`src/rtl/rocketcpu_uart_wb_master.sv`:
```
// UART-to-Wishbone debug bridge: 'W'/'R' command frames on ser_rx start one Wishbone cycle,
// and the response goes back on ser_tx. Defining ROCKETCPU_UARTBRIDGE_TIMEOUT_EN adds a bus timeout.
module rocketcpu_uart_wb_master #(
    parameter int CLKS_PER_BIT = 104,
    parameter int TIMEOUT_CYC  = 1024
) (
    input  logic        i_wb_clk,
    input  logic        resetn,
    input  logic        ser_rx,
    output logic        ser_tx,
    output logic [31:0] o_wb_adr,
    output logic [31:0] o_wb_dat,
    output logic [3:0]  o_wb_sel,
    output logic        o_wb_we,
    output logic        o_wb_cyc,
    input  logic [31:0] i_wb_rdt,
    input  logic        i_wb_ack
);
    localparam int CW = $clog2(CLKS_PER_BIT);
    localparam logic [CW-1:0] BIT_LAST  = CW'(CLKS_PER_BIT - 1);
    localparam logic [CW-1:0] HALF_LAST = CW'(CLKS_PER_BIT / 2 - 1);

    if (CLKS_PER_BIT < 4 || TIMEOUT_CYC < 1) begin : g_param_check
        $error("rocketcpu_uart_wb_master: CLKS_PER_BIT must be >= 4 and TIMEOUT_CYC >= 1");
    end

    typedef enum logic [1:0] {RX_IDLE, RX_START, RX_DATA, RX_STOP} rx_state_e;
    typedef enum logic [2:0] {S_IDLE, S_ADDR, S_DATA, S_BUS, S_RESP} state_e;

    logic          rx_meta_q, rx_sync_q;
    rx_state_e     rx_state_q, rx_state_d;
    logic [CW-1:0] rx_cnt_q, rx_cnt_d;
    logic [2:0]    rx_bit_q, rx_bit_d;
    logic [7:0]    rx_shift_q, rx_shift_d;
    logic          rx_valid_q, rx_valid_d, rx_ferr_q, rx_ferr_d;

    logic          tx_busy_q, tx_busy_d, tx_line_q, tx_line_d;
    logic [CW-1:0] tx_cnt_q, tx_cnt_d;
    logic [3:0]    tx_bit_q, tx_bit_d;
    logic [8:0]    tx_shift_q, tx_shift_d;
    logic          tx_load;
    logic [7:0]    tx_byte;

    state_e        state_q, state_d;
    logic [1:0]    byte_cnt_q, byte_cnt_d;
    logic          cmd_we_q, cmd_we_d;
    logic [31:0]   adr_q, adr_d, dat_q, dat_d, resp_q, resp_d;
    logic          cyc_q, cyc_d, we_q, we_d;
    logic [3:0]    sel_q, sel_d;
    logic [2:0]    resp_left_q, resp_left_d;

    // Receiver: start edge re-checked at mid-bit, then data and stop sampled at bit centres.
    always_comb begin
        rx_state_d = rx_state_q;
        rx_cnt_d   = rx_cnt_q + 1'b1;
        rx_bit_d   = rx_bit_q;
        rx_shift_d = rx_shift_q;
        rx_valid_d = 1'b0;
        rx_ferr_d  = 1'b0;
        case (rx_state_q)
            RX_IDLE: begin
                rx_cnt_d = '0;
                if (!rx_sync_q) rx_state_d = RX_START;
            end
            RX_START: if (rx_cnt_q == HALF_LAST) begin
                rx_cnt_d   = '0;
                rx_bit_d   = '0;
                rx_state_d = rx_sync_q ? RX_IDLE : RX_DATA;
            end
            RX_DATA: if (rx_cnt_q == BIT_LAST) begin
                rx_cnt_d   = '0;
                rx_shift_d = {rx_sync_q, rx_shift_q[7:1]};
                rx_bit_d   = rx_bit_q + 3'd1;
                if (rx_bit_q == 3'd7) rx_state_d = RX_STOP;
            end
            RX_STOP: if (rx_cnt_q == BIT_LAST) begin
                rx_valid_d = rx_sync_q;
                rx_ferr_d  = !rx_sync_q;
                rx_state_d = RX_IDLE;
            end
            default: rx_state_d = RX_IDLE;
        endcase
    end

    always_comb begin
        tx_busy_d  = tx_busy_q;
        tx_cnt_d   = tx_cnt_q;
        tx_bit_d   = tx_bit_q;
        tx_shift_d = tx_shift_q;
        tx_line_d  = tx_line_q;
        if (tx_load) begin
            tx_busy_d  = 1'b1;
            tx_cnt_d   = '0;
            tx_bit_d   = '0;
            tx_shift_d = {1'b1, tx_byte};
            tx_line_d  = 1'b0;
        end else if (tx_busy_q) begin
            if (tx_cnt_q == BIT_LAST) begin
                tx_cnt_d = '0;
                if (tx_bit_q == 4'd9) begin
                    tx_busy_d = 1'b0;
                end else begin
                    tx_line_d  = tx_shift_q[0];
                    tx_shift_d = {1'b1, tx_shift_q[8:1]};
                    tx_bit_d   = tx_bit_q + 4'd1;
                end
            end else begin
                tx_cnt_d = tx_cnt_q + 1'b1;
            end
        end
    end

`ifdef ROCKETCPU_UARTBRIDGE_TIMEOUT_EN
    localparam int TW = $clog2(TIMEOUT_CYC + 1);
    localparam logic [TW-1:0] TO_LAST = TW'(TIMEOUT_CYC - 1);
    logic [TW-1:0] to_cnt_q, to_cnt_d;

    always_comb begin
        to_cnt_d = (state_q == S_BUS) ? to_cnt_q + 1'b1 : '0;
    end
`endif

    // Wishbone request (adr/dat/we/sel) is valid and held stable while o_wb_cyc is high; the transfer
    // completes on the edge where i_wb_ack is sampled high, and cyc drops on that same edge.
    always_comb begin
        state_d     = state_q;
        byte_cnt_d  = byte_cnt_q;
        cmd_we_d    = cmd_we_q;
        adr_d       = adr_q;
        dat_d       = dat_q;
        cyc_d       = cyc_q;
        we_d        = we_q;
        sel_d       = sel_q;
        resp_d      = resp_q;
        resp_left_d = resp_left_q;
        tx_load     = 1'b0;
        tx_byte     = resp_q[31:24];
        case (state_q)
            S_IDLE: if (rx_valid_q && (rx_shift_q == 8'h57 || rx_shift_q == 8'h52)) begin
                state_d    = S_ADDR;
                byte_cnt_d = 2'd0;
                cmd_we_d   = (rx_shift_q == 8'h57);
            end
            S_ADDR: if (rx_ferr_q) begin
                state_d = S_IDLE;
            end else if (rx_valid_q) begin
                adr_d      = {adr_q[23:0], rx_shift_q};
                byte_cnt_d = byte_cnt_q + 2'd1;
                if (byte_cnt_q == 2'd3) begin
                    if (cmd_we_q) begin
                        state_d = S_DATA;
                    end else begin
                        state_d = S_BUS;
                        cyc_d   = 1'b1;
                        sel_d   = 4'hF;
                    end
                end
            end
            S_DATA: if (rx_ferr_q) begin
                state_d = S_IDLE;
            end else if (rx_valid_q) begin
                dat_d      = {dat_q[23:0], rx_shift_q};
                byte_cnt_d = byte_cnt_q + 2'd1;
                if (byte_cnt_q == 2'd3) begin
                    state_d = S_BUS;
                    cyc_d   = 1'b1;
                    we_d    = 1'b1;
                    sel_d   = 4'hF;
                end
            end
            S_BUS: begin
                if (cyc_q && i_wb_ack) begin
                    cyc_d   = 1'b0;
                    we_d    = 1'b0;
                    sel_d   = 4'h0;
                    state_d = S_RESP;
                    if (cmd_we_q) begin
                        resp_d      = {8'h4B, 24'h0};
                        resp_left_d = 3'd1;
                    end else begin
                        resp_d      = i_wb_rdt;
                        resp_left_d = 3'd4;
                    end
                end
`ifdef ROCKETCPU_UARTBRIDGE_TIMEOUT_EN
                else if (to_cnt_q == TO_LAST) begin
                    cyc_d       = 1'b0;
                    we_d        = 1'b0;
                    sel_d       = 4'h0;
                    state_d     = S_RESP;
                    resp_d      = {8'h45, 24'h0};
                    resp_left_d = 3'd1;
                end
`endif
            end
            S_RESP: if (!tx_busy_q) begin
                if (resp_left_q != 3'd0) begin
                    tx_load     = 1'b1;
                    resp_d      = {resp_q[23:0], 8'h00};
                    resp_left_d = resp_left_q - 3'd1;
                end else begin
                    state_d = S_IDLE;
                end
            end
            default: state_d = S_IDLE;
        endcase
    end

    always_ff @(posedge i_wb_clk) begin
        if (!resetn) begin
            rx_meta_q   <= 1'b1;
            rx_sync_q   <= 1'b1;
            rx_state_q  <= RX_IDLE;
            rx_cnt_q    <= '0;
            rx_bit_q    <= '0;
            rx_shift_q  <= '0;
            rx_valid_q  <= 1'b0;
            rx_ferr_q   <= 1'b0;
            tx_busy_q   <= 1'b0;
            tx_line_q   <= 1'b1;
            tx_cnt_q    <= '0;
            tx_bit_q    <= '0;
            tx_shift_q  <= '1;
            state_q     <= S_IDLE;
            byte_cnt_q  <= '0;
            cmd_we_q    <= 1'b0;
            adr_q       <= '0;
            dat_q       <= '0;
            cyc_q       <= 1'b0;
            we_q        <= 1'b0;
            sel_q       <= '0;
            resp_q      <= '0;
            resp_left_q <= '0;
`ifdef ROCKETCPU_UARTBRIDGE_TIMEOUT_EN
            to_cnt_q    <= '0;
`endif
        end else begin
            rx_meta_q   <= ser_rx;
            rx_sync_q   <= rx_meta_q;
            rx_state_q  <= rx_state_d;
            rx_cnt_q    <= rx_cnt_d;
            rx_bit_q    <= rx_bit_d;
            rx_shift_q  <= rx_shift_d;
            rx_valid_q  <= rx_valid_d;
            rx_ferr_q   <= rx_ferr_d;
            tx_busy_q   <= tx_busy_d;
            tx_line_q   <= tx_line_d;
            tx_cnt_q    <= tx_cnt_d;
            tx_bit_q    <= tx_bit_d;
            tx_shift_q  <= tx_shift_d;
            state_q     <= state_d;
            byte_cnt_q  <= byte_cnt_d;
            cmd_we_q    <= cmd_we_d;
            adr_q       <= adr_d;
            dat_q       <= dat_d;
            cyc_q       <= cyc_d;
            we_q        <= we_d;
            sel_q       <= sel_d;
            resp_q      <= resp_d;
            resp_left_q <= resp_left_d;
`ifdef ROCKETCPU_UARTBRIDGE_TIMEOUT_EN
            to_cnt_q    <= to_cnt_d;
`endif
        end
    end

    assign ser_tx   = tx_line_q;
    assign o_wb_adr = adr_q;
    assign o_wb_dat = dat_q;
    assign o_wb_sel = sel_q;
    assign o_wb_we  = we_q;
    assign o_wb_cyc = cyc_q;
endmodule

```
`config.mk`:
```
export PLATFORM = sky130hd
export DESIGN_NAME = rocketcpu_uart_wb_master
export DESIGN_NICKNAME = d
export VERILOG_FILES = /design/src/rtl/rocketcpu_uart_wb_master.sv
export SDC_FILE = /design/constraint.sdc
export NUM_CORES = 1
export LEC_CHECK = 0
export CAP_MARGIN = 30
export CELL_PAD_IN_SITES_DETAIL_PLACEMENT = 0
export CELL_PAD_IN_SITES_GLOBAL_PLACEMENT = 1
export CORE_MARGIN = 8
export CORE_UTILIZATION = 43
export CTS_CLUSTER_SIZE = 20
export DETAILED_ROUTE_END_ITERATION = 10
export PLACE_DENSITY = 0.91
export SLEW_MARGIN = 20
export SYNTH_ARGS = -nofsm -noshare
export SYNTH_HDL_FRONTEND = slang
export SYNTH_SLANG_ARGS = --single-unit
export TNS_END_PERCENT = 5
```
`constraint.sdc`:
```
create_clock -name i_wb_clk -period 5.6 [get_ports i_wb_clk]
set_clock_uncertainty 0.1 [all_clocks]
set_input_delay 0.84 -clock i_wb_clk [delete_from_list [all_inputs] [get_ports i_wb_clk]]
set_output_delay 0.84 -clock i_wb_clk [all_outputs]
set_load 0.01 [all_outputs]
```
## Word-level counts from Yosys, hierarchy flattened

Index checks and enable logic that the tools add are counted.

| operators by class | value |
|---|---|
| eq/ne operators | 39 |
| reduce and logical (&&, ||, !) cells | 30 |
| multiplexer cells | 74 |
| bitwise operators | 3 |
| $add $sub $neg | 6 |

Operators with widths:

| cell | number |
|---|---|
| 2-to-1 mux 32 bit | 4 |
| case mux 32 bit (2 select lines) | 1 |
| 2-to-1 mux 3 bit | 16 |
| inequality test 2 bit, second input constant | 19 |
| 2-to-1 mux 4 bit | 8 |
| 2-to-1 mux 8 bit | 4 |
| 2-to-1 mux 7 bit | 3 |
| case mux 7 bit (3 select lines) | 1 |
| 2-to-1 mux 1 bit | 20 |
| 2-to-1 mux 2 bit | 9 |
| AND reduction 3 bit | 6 |
| == test 8 x 7 -> 1 bit, second input constant | 2 |
| case mux 3 bit (5 select lines) | 1 |
| adder 7 x 1 -> 7 bit, second input constant | 2 |
| == test 7 bit, second input constant | 2 |
| inequality test 3 bit, second input constant | 4 |
| case mux 3 bit (2 select lines) | 2 |
| case mux 4 bit (3 select lines) | 1 |
| nonzero test 2 bit | 6 |
| AND reduction 5 bit | 2 |
| AND reduction 9 bit | 1 |
| case mux 2 bit (4 select lines) | 1 |
| AND reduction 4 bit | 2 |
| AND reduction 8 bit | 1 |
| other kinds (24) | 34 |

| storage, ports and cells | value |
|---|---|
| flip-flop bits (word level) | 156 |
| output and inout bits | 71 |
| logic and storage cells | 175 |

## Longest topological paths before layout

Gate-level depths: netlist of run 1.

| logic depth | value |
|---|---|
| depth after elaboration | 6 |
| gate-level depth with buffers | 9 |
| gate-level depth less buffers | 7 |

## Worst setup path before layout of run 1

OpenSTA, ideal clock, no wires.

| timing path | value |
|---|---|
| path kind | in2reg |
| start | input i_wb_ack |
| end | register state_q[1] |
| stages | 5 |
| path buffers | 0 |
| data arrival time | 1.817 ns |
| data required time | 5.430 ns |
| setup time | 0.070 ns |
| slack | 3.613 ns |
| cell sequence | nand2_1 -> a22oi_4 -> nand3_2 -> or4b_1 -> a21boi_1 |

| on the way | value |
|---|---|
| word-level cells in the longest chain between the ends | 3 |

RTL lines:

| item | RTL line | text |
|---|---|---|
| start, declared | 17 | `input logic i_wb_ack` |
| logical AND 1 bit | 172 | `if (cyc_q && i_wb_ack) begin` |
| inequality test 2 bit (no line) | n/a |  |
| AND reduction 8 bit (no line) | n/a |  |
| end signal, assigned | 251 | `state_q <= state_d;` |
| end, declared | 44 | `state_e state_q, state_d;` |

No other way between the ends.
A chain may end at the register's enable or synchronous reset.

## Worst setup path in the final report of run 1

| timing path | value |
|---|---|
| start | register state_q[2] |
| end | register resp_q[24] |

| on the way | value |
|---|---|
| word-level cells in the longest chain between the ends | 3 |
| elaborated cells on any way between the ends | 8 |
| classes of those cells | eq/ne (5); mux (1); reduce/logical (2) |

RTL lines:

| item | RTL line | text |
|---|---|---|
| == test 3 bit / == test 3 x 2 -> 1 bit (equally long branches) | 138 | `case (state_q)` |
| inequality test 2 bit (no line) / nonzero test 2 bit (equally long branches) | n/a |  |
| AND reduction 4 bit (no line) | n/a |  |
| end signal, assigned | 259 | `resp_q <= resp_d;` |
| end, declared | 47 | `logic [31:0] adr_q, adr_d, dat_q, dat_d, resp_q, resp_d;` |

Several ways; a longest one is shown, not always the timed one.

==> results of run 1 <==
## layer usage
| metal | vias up | track usage (%) | share of wire [%] |
|---|---|---|---|
| met2 | 65 | 24.7 | 47 |
| met1 | 2371 | 18.4 | 47 |
| met5 | - | 0 | 0 |
| li1 | 2726 | - | - |
| met3 | 14 | 4.82 | 4.2 |
| met4 | 0 | 5.95 | 1.3 |
## metrics by stage
step / power, µW / hold slack [ns] / area [µm²] / setup slack [ns] / instances
after floorplan: 1140 / 0.286 / 6520 / 3.61 / 760
after global placement: 1170 / 0.289 / 7570 / 2.41 / 1003
after detailed placement: 1170 / 0.293 / 7590 / 2.37 / 1004
after CTS: 2340 / 0.325 / 8200 / 2.60 / 1036
after global routing: 2390 / 0.335 / 8210 / 2.34 / 1037
final: 2310 / 0.320 / 8210 / 2.58 / 1037
## synth_stat cells (2+ instances only)
cell / instances
nor3b_1: 23
inv_1: 7
nand4b_1: 4
and2_1: 4
nand3_1: 21
a21boi_0: 72
or2_2: 2
nor2_1: 40
nand3b_1: 2
o211ai_1: 5
o211a_1: 21
and4b_1: 3
buf_2: 17
buf_4: 11
nor2b_1: 10
o21ai_0: 17
dfxtp_1: 152
nand2_1: 199
nand4_1: 4
a211oi_1: 8
nand2b_1: 5
nor3_1: 5
xor2_1: 8
clkbuf_1: 27
a21boi_1: 18
xnor2_1: 8
ha_1: 9
buf_6: 2
a21oi_1: 28
or3_1: 5
## cell type report
type / instances / area, µm²
fillers: 1400 / 6820
multi-input cells: 543 / 3160
flip-flops and latches: 152 / 3040
repair buffers: 115 / 1140
clock buffers: 20 / 457
well taps: 188 / 235
clock inverters: 12 / 150
inverters: 7 / 26.3
## where the power goes
group / internal, µW / switching (µW) / total (µW) / leakage, µW
Sequential: 1080 / 1.35 / 1080 / 0.00122
Combinational: 38.1 / 24.7 / 62.8 / 0.00151
Clock: 721 / 439 / 1160 / 0.000292
Total: 1840 / 465 / 2310 / 0.00303
## cells in the final DEF, fill, tap and decap left out, types with 5 or more instances in the layout
cell type	n
nor3b_1	23
nor2b_1	10
nand3_1	21
buf_4	8
xnor2_1	8
nor3_1	5
ha_1	9
o211a_1	21
dfxtp_1	152
clkbuf_16	17
o211ai_1	5
nand2_1	199
clkdlybuf4s50_1	105
nor2_1	40
a211oi_1	8
nand2b_1	5
xor2_1	8
a21boi_0	72
or3_1	5
inv_1	7
a21boi_1	18
a21oi_1	28
o21ai_0	17
## kinds of logic after synthesis
logic type / count (synthesis) / share of synthesized area, %
compound gates: 179 / 20.0
fa+ha+maj: 9 / 1.73
buf+inv: 65 / 4.93
flops: 152 / 46.7
simple gates: 338 / 24.4
mux: 1 / 0.154
xor+xnor: 16 / 2.15
## sequential cells by signal (all words and copies together), names as in the netlist, named ones only
name / cells
resp_q: 32
state_q: 3
rx_meta_q: 1
rx_cnt_q: 7
ser_tx: 1
rx_sync_q: 1
rx_shift_q: 8
tx_bit_q: 4
rx_ferr_q: 1
rx_bit_q: 3
tx_shift_q: 8
rx_valid_q: 1
tx_cnt_q: 7
o_wb_adr: 32
o_wb_dat: 32
tx_busy_q: 1
rx_state_q: 1
o_wb_sel: 1
resp_left_q: 3
byte_cnt_q: 2
cmd_we_q: 1
o_wb_we: 1
## final timing paths
path / startpoint / end / slack [ns] / cells past startpoint
worst max-delay path: state_q[2]$_SDFFE_PN0P_ / resp_q[24]$_SDFFE_PN0P_ / 2.58 / 7
worst min-delay path: rx_meta_q$_SDFF_PN1_ / rx_sync_q$_SDFF_PN1_ / 0.32 / 1
worst max register to register: state_q[2]$_SDFFE_PN0P_ / resp_q[24]$_SDFFE_PN0P_ / 2.58 / 7
worst min register to register: rx_meta_q$_SDFF_PN1_ / rx_sync_q$_SDFF_PN1_ / 0.32 / 1
==> flow_metrics.env, run 1 <==
export IMPL_drt_iter0_markers=339
export IMPL_period_needed_ns=3.02
export IMPL_ant_nets=0
export IMPL_dr_total_vias=5176
export IMPL_crit_path_start_kind="flip-flop"
export IMPL_htreeDepth=4
export IMPL_final_hold_viol_count=0
export IMPL_cts_hold_buf=0
export IMPL_cts_buffers=17
export IMPL_placementRows=45
export IMPL_drive_gt1_share_pct=6.24
export IMPL_status="complete, no violations"
export IMPL_ios=107
export IMPL_yosysWarnings=0
export IMPL_worstSetupPathType="reg -> reg"
export IMPL_yosysTopAreaCellShare_pct=46.7
export IMPL_synth_area_mm2=0.00652
export IMPL_irDropWorstVdd_mv=0.208
export IMPL_postCtsSetupRepairBufs=0
export IMPL_hold_class="reg -> reg"
export IMPL_cp_common_cell="buf_4"
export IMPL_setup_violations=0
export IMPL_seq_area_frac_synth_pct=46.7
export IMPL_start_util_pct=43.3
export IMPL_cp_required_ns=5.85
export IMPL_die_h_um=139
export IMPL_synthDistinctLibCells=53
export IMPL_dieWidth_um=139
export IMPL_endpoint_kind="flip-flop"
export IMPL_p_per_area_mw_per_mm2=281
export IMPL_drt_total_wl_um=14400
export IMPL_synthArstFlopShare_pct=0
export IMPL_synth_avg_cell_area_um2=8.57
export IMPL_port_buffers=106
export IMPL_fin_crit_sh_pct=54.0
export IMPL_num_nets_final=881
export IMPL_post_cts_resized=0
export IMPL_crit_slowest_cell="o21a_1"
export IMPL_cts_buffer_depth=2
export IMPL_slew_headroom_pct=46.9
export IMPL_grt_pass1_vias=5081
export IMPL_post_route_util_pct=54.6
export IMPL_tightest_slew_ns=0.796
export IMPL_cp_cell_sequence="nor3b_4, buf_4, and2_1, o21a_1, buf_4, o211ai_1, a21boi_0"
export IMPL_dieArea_mm2=0.0193
export IMPL_drt_first_pass_iters=6
export IMPL_ys_top_cells_by_area="dfxtp_1, nand2_1, a21boi_0"
export IMPL_wl_per_cell_um=13.9
export IMPL_clkLatencyLatePin_ns=0.42
export IMPL_coreArea_mm2=0.0150
export IMPL_cts_tree="yes"
export IMPL_maxCapViolCount=0
export IMPL_antenna_found_initial=0
export IMPL_cts_sinks=152
export IMPL_place_hpwl_um=9520
export IMPL_drc=0
export IMPL_fmax_mhz=331
export IMPL_rsz0062_at_grt="false"
export IMPL_yosysTopAreaCell="dfxtp_1"
export IMPL_synthFlopType="dfxtp_1"
export IMPL_clk_pin_slew_worst_paths_ns=0.06
export IMPL_place_gp_congestion=0.738
export IMPL_grt_ovfl_total=0
export IMPL_syn_nets=805
export IMPL_cp_max_fo=48
export IMPL_viasPerCell=4.99
export IMPL_cts_root_buffer_cell="clkbuf_16"
export IMPL_area_delta_synth_final_pct=26.0
export IMPL_synth_edf_count=0
export IMPL_tns_ns=0
export IMPL_grt_pass1_wl_um=24500
export IMPL_grt_total_usage_pct=15.2
export IMPL_syn_inst=760
export IMPL_p_leak_uw=0.00303
export IMPL_crit_family="compound AO/OA/AOI/OAI gates"
export IMPL_n_antenna_cell=0
export IMPL_slew_viol_final=0
export IMPL_ys_ff_latch=152
export IMPL_grt_max_degree=80
export IMPL_cp_arrival_ns=3.27
export IMPL_cpPeakStageDelay_ns=0.66
export IMPL_worst_path_buf_inv=2
Note: power is estimated with default switching activity, not from simulation.
==> inputs of run 2 (changes only) <==
--- a/config.mk
+++ b/config.mk
@@ -9,10 +9,10 @@
 export CELL_PAD_IN_SITES_DETAIL_PLACEMENT = 0
 export CELL_PAD_IN_SITES_GLOBAL_PLACEMENT = 1
 export CORE_MARGIN = 8
-export CORE_UTILIZATION = 43
+export CORE_UTILIZATION = 40
 export CTS_CLUSTER_SIZE = 20
 export DETAILED_ROUTE_END_ITERATION = 10
-export PLACE_DENSITY = 0.91
+export PLACE_DENSITY = 0.86
 export SLEW_MARGIN = 20
 export SYNTH_ARGS = -nofsm -noshare
 export SYNTH_HDL_FRONTEND = slang
==> constraint.sdc (replaced) <==
create_clock -name i_wb_clk -period 3 [get_ports i_wb_clk]
set_clock_uncertainty 0.1 [all_clocks]
set_input_delay 0.45 -clock i_wb_clk [delete_from_list [all_inputs] [get_ports i_wb_clk]]
set_output_delay 0.45 -clock i_wb_clk [all_outputs]
set_load 0.01 [all_outputs]
==> run 2 against run 1 <==
Compared with the run above:
- worst hold slack lost 0.014 ns
- first-iteration DRC count shrank 7.7%
- critical endpoint is now tx_shift_q[5]$_SDFFE_PN1P_
- sequential share of layout area shrank 0.19 points
- sequential power grew 87%
- via count grew 0.50%
- wire length grew 1.6%
- die area grew 6.6%
- sequential cell count is the same
==> flow_metrics.env, run 2 (synthesized netlist as in run 1, its figures left out) <==
export IMPL_status="complete, no violations"
export IMPL_antenna_found_initial=0
export IMPL_ant_nets=0
export IMPL_fmax_mhz=473
export IMPL_final_hold_viol_count=0
export IMPL_cts_tree="yes"
export IMPL_cp_max_fo=46
export IMPL_drt_total_wl_um=14700
export IMPL_cts_buffers=17
export IMPL_fin_crit_sh_pct=70.5
export IMPL_p_leak_uw=0.00304
export IMPL_reg2reg_to="tx_shift_q[5]$_SDFFE_PN1P_"
export IMPL_p_per_area_mw_per_mm2=523
export IMPL_crit_path_start_kind="flip-flop"
export IMPL_tightest_slew_ns=0.681
export IMPL_slew_headroom_pct=54.4
export IMPL_irDropWorstVdd_mv=0.411
export IMPL_n_antenna_cell=0
export IMPL_worstSetupPathType="reg -> reg"
export IMPL_dieArea_mm2=0.0206
export IMPL_viasPerCell=4.87
export IMPL_cp_arrival_ns=2.35
export IMPL_startpoint="state_q[2]$_SDFFE_PN0P_"
export IMPL_coreArea_mm2=0.0159
export IMPL_rsz0062_at_grt="false"
export IMPL_grt_pass1_wl_um=24500
export IMPL_place_inst=1036
export IMPL_die_h_um=144
export IMPL_post_cts_resized=0
export IMPL_clk_pin_slew_worst_paths_ns=0.06
export IMPL_drc=0
export IMPL_grt_pass1_vias=5002
export IMPL_hp_start="rx_meta_q$_SDFF_PN1_"
export IMPL_final_common_cell="nand2_1"
export IMPL_cts_hold_buf=0
export IMPL_clkLatencyLatePin_ns=0.42
export IMPL_cpPeakStageDelay_ns=0.49
export IMPL_area_delta_synth_final_pct=26.7
export IMPL_num_nets_final=884
export IMPL_htreeDepth=4
export IMPL_cts_root_buffer_cell="clkbuf_16"
export IMPL_crit_slowest_cell="dfxtp_1"
export IMPL_tns_ns=0
export IMPL_port_buffers=106
export IMPL_worst_setup_path_endpoint="tx_shift_q[5]$_SDFFE_PN1P_"
export IMPL_place_hpwl_um=9720
export IMPL_wl_per_cell_um=13.7
export IMPL_maxCapViolCount=0
export IMPL_whs_ns=0.306
export IMPL_cp_cell_sequence="nor3b_4, buf_4, nand2_2, nor2_2, a211oi_1, o21ai_0"
export IMPL_timing_rr_start="state_q[2]$_SDFFE_PN0P_"
export IMPL_dieWidth_um=144
export IMPL_cts_buffer_depth=2
export IMPL_start_util_pct=41.0
export IMPL_cp_required_ns=3.23
export IMPL_cts_sinks=152
export IMPL_drt_first_pass_iters=4
export IMPL_grt_ovfl_total=0
export IMPL_grt_max_degree=57
export IMPL_layout_common_cells="nand2_1, dfxtp_1, clkdlybuf4s50_1, a21boi_0, nor2_1"
export IMPL_placementRows=46
export IMPL_rrSetupSlack_ns=0.88
export IMPL_drive_gt1_share_pct=6.46
export IMPL_dr_total_vias=5202
export IMPL_rr_worst_depth=6
export IMPL_place_gp_congestion=0.733
export IMPL_fin_cells=1068
export IMPL_hold_class="reg -> reg"
export IMPL_postCtsSetupRepairBufs=0
export IMPL_slew_viol_final=0
export IMPL_drt_iter0_markers=313
export IMPL_setup_violations=0
export IMPL_period_needed_ns=2.12
export IMPL_endpoint_kind="flip-flop"
export IMPL_ios=107
export IMPL_grt_total_usage_pct=14.7
## run 2: changes by cell type in the layout (fill, tap and decap cells not counted), sizes merged
cell	before	now
inv	7	8
buf	10	13
clkbuf	20	21
clkinv	6	5
clkinvlp	3	2
## run 2: worst min-delay path by stage
stage	to	slack (ns)	cells after the start
finish	rx_sync_q$_SDFF_PN1_	0.31	1
global route	rx_sync_q$_SDFF_PN1_	0.34	1
CTS	rx_sync_q$_SDFF_PN1_	0.31	1
detailed placement	rx_sync_q$_SDFF_PN1_	0.29	1
global placement	rx_sync_q$_SDFF_PN1_	0.29	1
floorplan	rx_sync_q$_SDFF_PN1_	0.29	1
## run 2: layout make-up
type	count	area, µm²
multi-input cells	543	3160
well taps	216	270
fillers	1523	7630
flip-flops and latches	152	3040
clock inverters	11	146
clock buffers	21	460
repair buffers	118	1150
inverters	7	26.3
## run 2: layer usage
| metal | wire [µm] | up-vias | track usage [%] | share of wire [%] |
|---|---|---|---|---|
| li1 | - | 2734 | - | - |
| met1 | 6990 | 2392 | 18.8 | 48 |
| met2 | 6870 | 64 | 23.0 | 47 |
| met3 | 660 | 12 | 4.51 | 4.5 |
| met4 | 141 | 0 | 4.87 | 0.96 |
| met5 | 0 | - | 0 | 0 |
## run 2: power breakdown
part	switching, µW	internal (µW)
Sequential	2.63	2020
Combinational	46.6	72.4
Clock	822	1350
## run 2: metrics by stage
step / util [%] / total power (µW) / worst slack [ns] / cell area, µm²
CTS: 52.0 / 4370 / 0.826 / 8250
finish: 52.0 / 4320 / 0.884 / 8250
detailed placement: 48.1 / 2190 / 0.667 / 7650
floorplan: - / 2130 / 1.23 / 6520
global route: 52.0 / 4460 / 0.591 / 8250
global placement: 48.1 / 2190 / 0.665 / 7650
## run 2: critical path: cells and delay by family, from the launching register on
family / cells / cell delay [ns]
simple gates: 3 / 0.76
flops: 1 / 0.49
buf+inv: 1 / 0.43
compound gates: 2 / 0.25
==> inputs of run 3 (changes only) <==
==> constraint.sdc (replaced) <==
create_clock -name i_wb_clk -period 2 [get_ports i_wb_clk]
set_clock_uncertainty 0.1 [all_clocks]
set_input_delay 0.3 -clock i_wb_clk [delete_from_list [all_inputs] [get_ports i_wb_clk]]
set_output_delay 0.3 -clock i_wb_clk [all_outputs]
set_load 0.01 [all_outputs]
==> run 3 against run 2 <==
Compared with the run above:
- global-route usage about the same
- cell area rose by 2.4%
- sequential cell count unchanged
- worst hold slack got worse by 0.20 ns
- critical path depth fell by 5
- clock power grew 37%
- utilization up 1.2 points
- non-clock buffer count grew 19
- via count grew 1.2%
- critical path type is now reg -> out
- largest power group is now sequential cells
==> flow_metrics.env, run 3 (synthesized netlist as in run 1, its figures left out) <==
export IMPL_status="complete, no violations"
export IMPL_cp_arrival_ns=1.44
export IMPL_rrSetupSlack_ns=0.17
export IMPL_rr_worst_depth=7
export IMPL_worst_path_buf_inv=1
export IMPL_irDropWorstVdd_mv=0.557
export IMPL_power_uw=6200
export IMPL_cts_root_buffer_cell="clkbuf_16"
export IMPL_wl_per_cell_um=13.7
export IMPL_slew_viol_final=0
export IMPL_cpPeakStageDelay_ns=0.59
export IMPL_setup_violations=0
export IMPL_ios=107
export IMPL_worstSetupPathType="reg -> out"
export IMPL_layout_common_cells="nand2_1, dfxtp_1, clkdlybuf4s50_1, a21boi_0, nor2_1"
export IMPL_reg2reg_to="rx_shift_q[1]$_SDFFE_PN0P_"
export IMPL_fin_crit_sh_pct=92.0
export IMPL_cts_hold_buf=0
export IMPL_endpoint_kind="output port"
export IMPL_whs_endpoint="rx_meta_q$_SDFF_PN1_"
export IMPL_coreArea_mm2=0.0159
export IMPL_whs_ns=0.106
export IMPL_antenna_found_initial=0
export IMPL_die_h_um=144
export IMPL_hold_class="in -> reg"
export IMPL_grt_max_degree=55
export IMPL_grt_pass1_wl_um=24300
export IMPL_num_nets_final=903
export IMPL_p_per_area_mw_per_mm2=734
export IMPL_crit_slowest_cell="clkdlybuf4s50_1"
export IMPL_dieWidth_um=144
export IMPL_hp_start="resetn"
export IMPL_place_hpwl_um=10100
export IMPL_drive_gt1_share_pct=9.20
export IMPL_cts_buffers=17
export IMPL_grt_pass1_vias=4839
export IMPL_place_gp_congestion=0.784
export IMPL_fmax_mhz=544
export IMPL_cts_sinks=152
export IMPL_cp_max_fo=7
export IMPL_dieArea_mm2=0.0206
export IMPL_tightest_slew_ns=0.683
export IMPL_p_leak_uw=0.00312
export IMPL_start_util_pct=41.0
export IMPL_clk_pin_slew_worst_paths_ns=0.06
export IMPL_placementRows=46
export IMPL_drt_iter0_markers=351
export IMPL_drt_first_pass_iters=4
export IMPL_dr_total_vias=5262
export IMPL_rsz0062_at_grt="false"
export IMPL_final_hold_viol_count=0
export IMPL_cp_cell_sequence="clkdlybuf4s50_1"
export IMPL_cp_required_ns=1.60
export IMPL_n_antenna_cell=0
export IMPL_timing_rr_start="rx_cnt_q[0]$_SDFF_PN0_"
export IMPL_port_buffers=106
export IMPL_area_delta_synth_final_pct=29.6
export IMPL_drt_total_wl_um=14900
export IMPL_htreeDepth=4
export IMPL_period_needed_ns=1.84
export IMPL_tns_ns=0
export IMPL_grt_ovfl_total=0
export IMPL_cts_buffer_depth=2
export IMPL_maxCapViolCount=0
export IMPL_clkLatencyLatePin_ns=0.41
export IMPL_ant_nets=0
export IMPL_slew_headroom_pct=54.3
export IMPL_final_common_cell="nand2_1"
export IMPL_drc=0
export IMPL_cts_tree="yes"
export IMPL_viasPerCell=4.85
export IMPL_grt_total_usage_pct=14.6
export IMPL_crit_family="buffers and inverters"
export IMPL_crit_path_start_kind="flip-flop"
export IMPL_hold_depth=2
export IMPL_num_fill_cells=1541
[run 3: cell types whose count changed in the layout (fill, tap and decap cells not counted), sizes merged]
cell      delta
clkinvlp     +4
bufinv       -2
clkinv       -2
buf         +18
[run 3: worst register-to-register path: cells and delay by family (launching register included)]
kind | cells | cell delay (ns)
flip-flops | 1 | 0.35
buffers and inverters | 1 | 0.12
AO/OA/AOI/OAI | 1 | 0.15
adder cells (fa/ha/maj) | 1 | 0.19
AND/OR/NAND/NOR | 4 | 0.84
[run 3: stage by stage]
step / utilization (%) / worst slack [ns] / instance area (µm²) / std cells
global route: 53.2 / 0.00945 / 8450 / 1086
finish: 53.2 / 0.160 / 8450 / 1086
global placement: 49.3 / 0.0298 / 7840 / 1053
CTS: 52.8 / 0.102 / 8390 / 1084
detailed placement: 49.3 / 0.0243 / 7840 / 1053
floorplan: - / 0.231 / 6520 / 760
[run 3: layout make-up]
cell class	count	area, µm²	share of cell area (%)
Inverter	7	26.3	0.311
Clock buffer	20	457	5.41
Timing Repair Buffer	137	1370	16.2
Multi-Input combinational cell	543	3180	37.6
Clock inverter	11	98.8	1.17
Tap cell	216	270	3.20
Sequential cell	152	3050	36.0
[run 3: power breakdown]
part           leakage [µW]  switching, µW  total, µW  internal (µW)
sequential          0.00123           3.99       3040           3030
clock              0.000256           1220       2980           1760
combinational       0.00164           71.5        182            110
total               0.00312           1290       6200           4910
[run 3: what timing repair did]
| action | 4_1_cts | 5_1_grt |
|---|---|---|
| setup endpoints to repair | 0 | 6 |
| gates resized for setup | 0 | 8 |
| buffers inserted | 0 | 1 |
[run 3: worst max path at each step]
stage                             start                    endpoint  slack [ns]  cells after the start
6_report       o_wb_sel[2]$_SDFFE_PN0P_                 o_wb_sel[3]        0.16                      1
2_1_floorplan  tx_cnt_q[0]$_SDFFE_PP0P_         ser_tx$_SDFFE_PN1P_        0.23                      7
5_1_grt          rx_cnt_q[0]$_SDFF_PN0_  rx_shift_q[3]$_SDFFE_PN0P_       0.009                      7
3_5_place_dp                   i_wb_ack     resp_q[27]$_SDFFE_PN0P_        0.02                      7
3_3_place_gp                   i_wb_ack     resp_q[30]$_SDFFE_PN0P_        0.03                      7
4_1_cts        o_wb_sel[2]$_SDFFE_PN0P_                 o_wb_sel[3]        0.10                      1
[run 3: routing by layer]
metal	wire (µm)	share of wire (%)	global-route usage (%)	up-vias
li1	-	-	-	2772
met1	7170	48	19.2	2416
met2	6980	47	22.4	63
met3	594	4.0	4.18	11
met4	173	1.2	5.48	0
met5	0	0	0	-
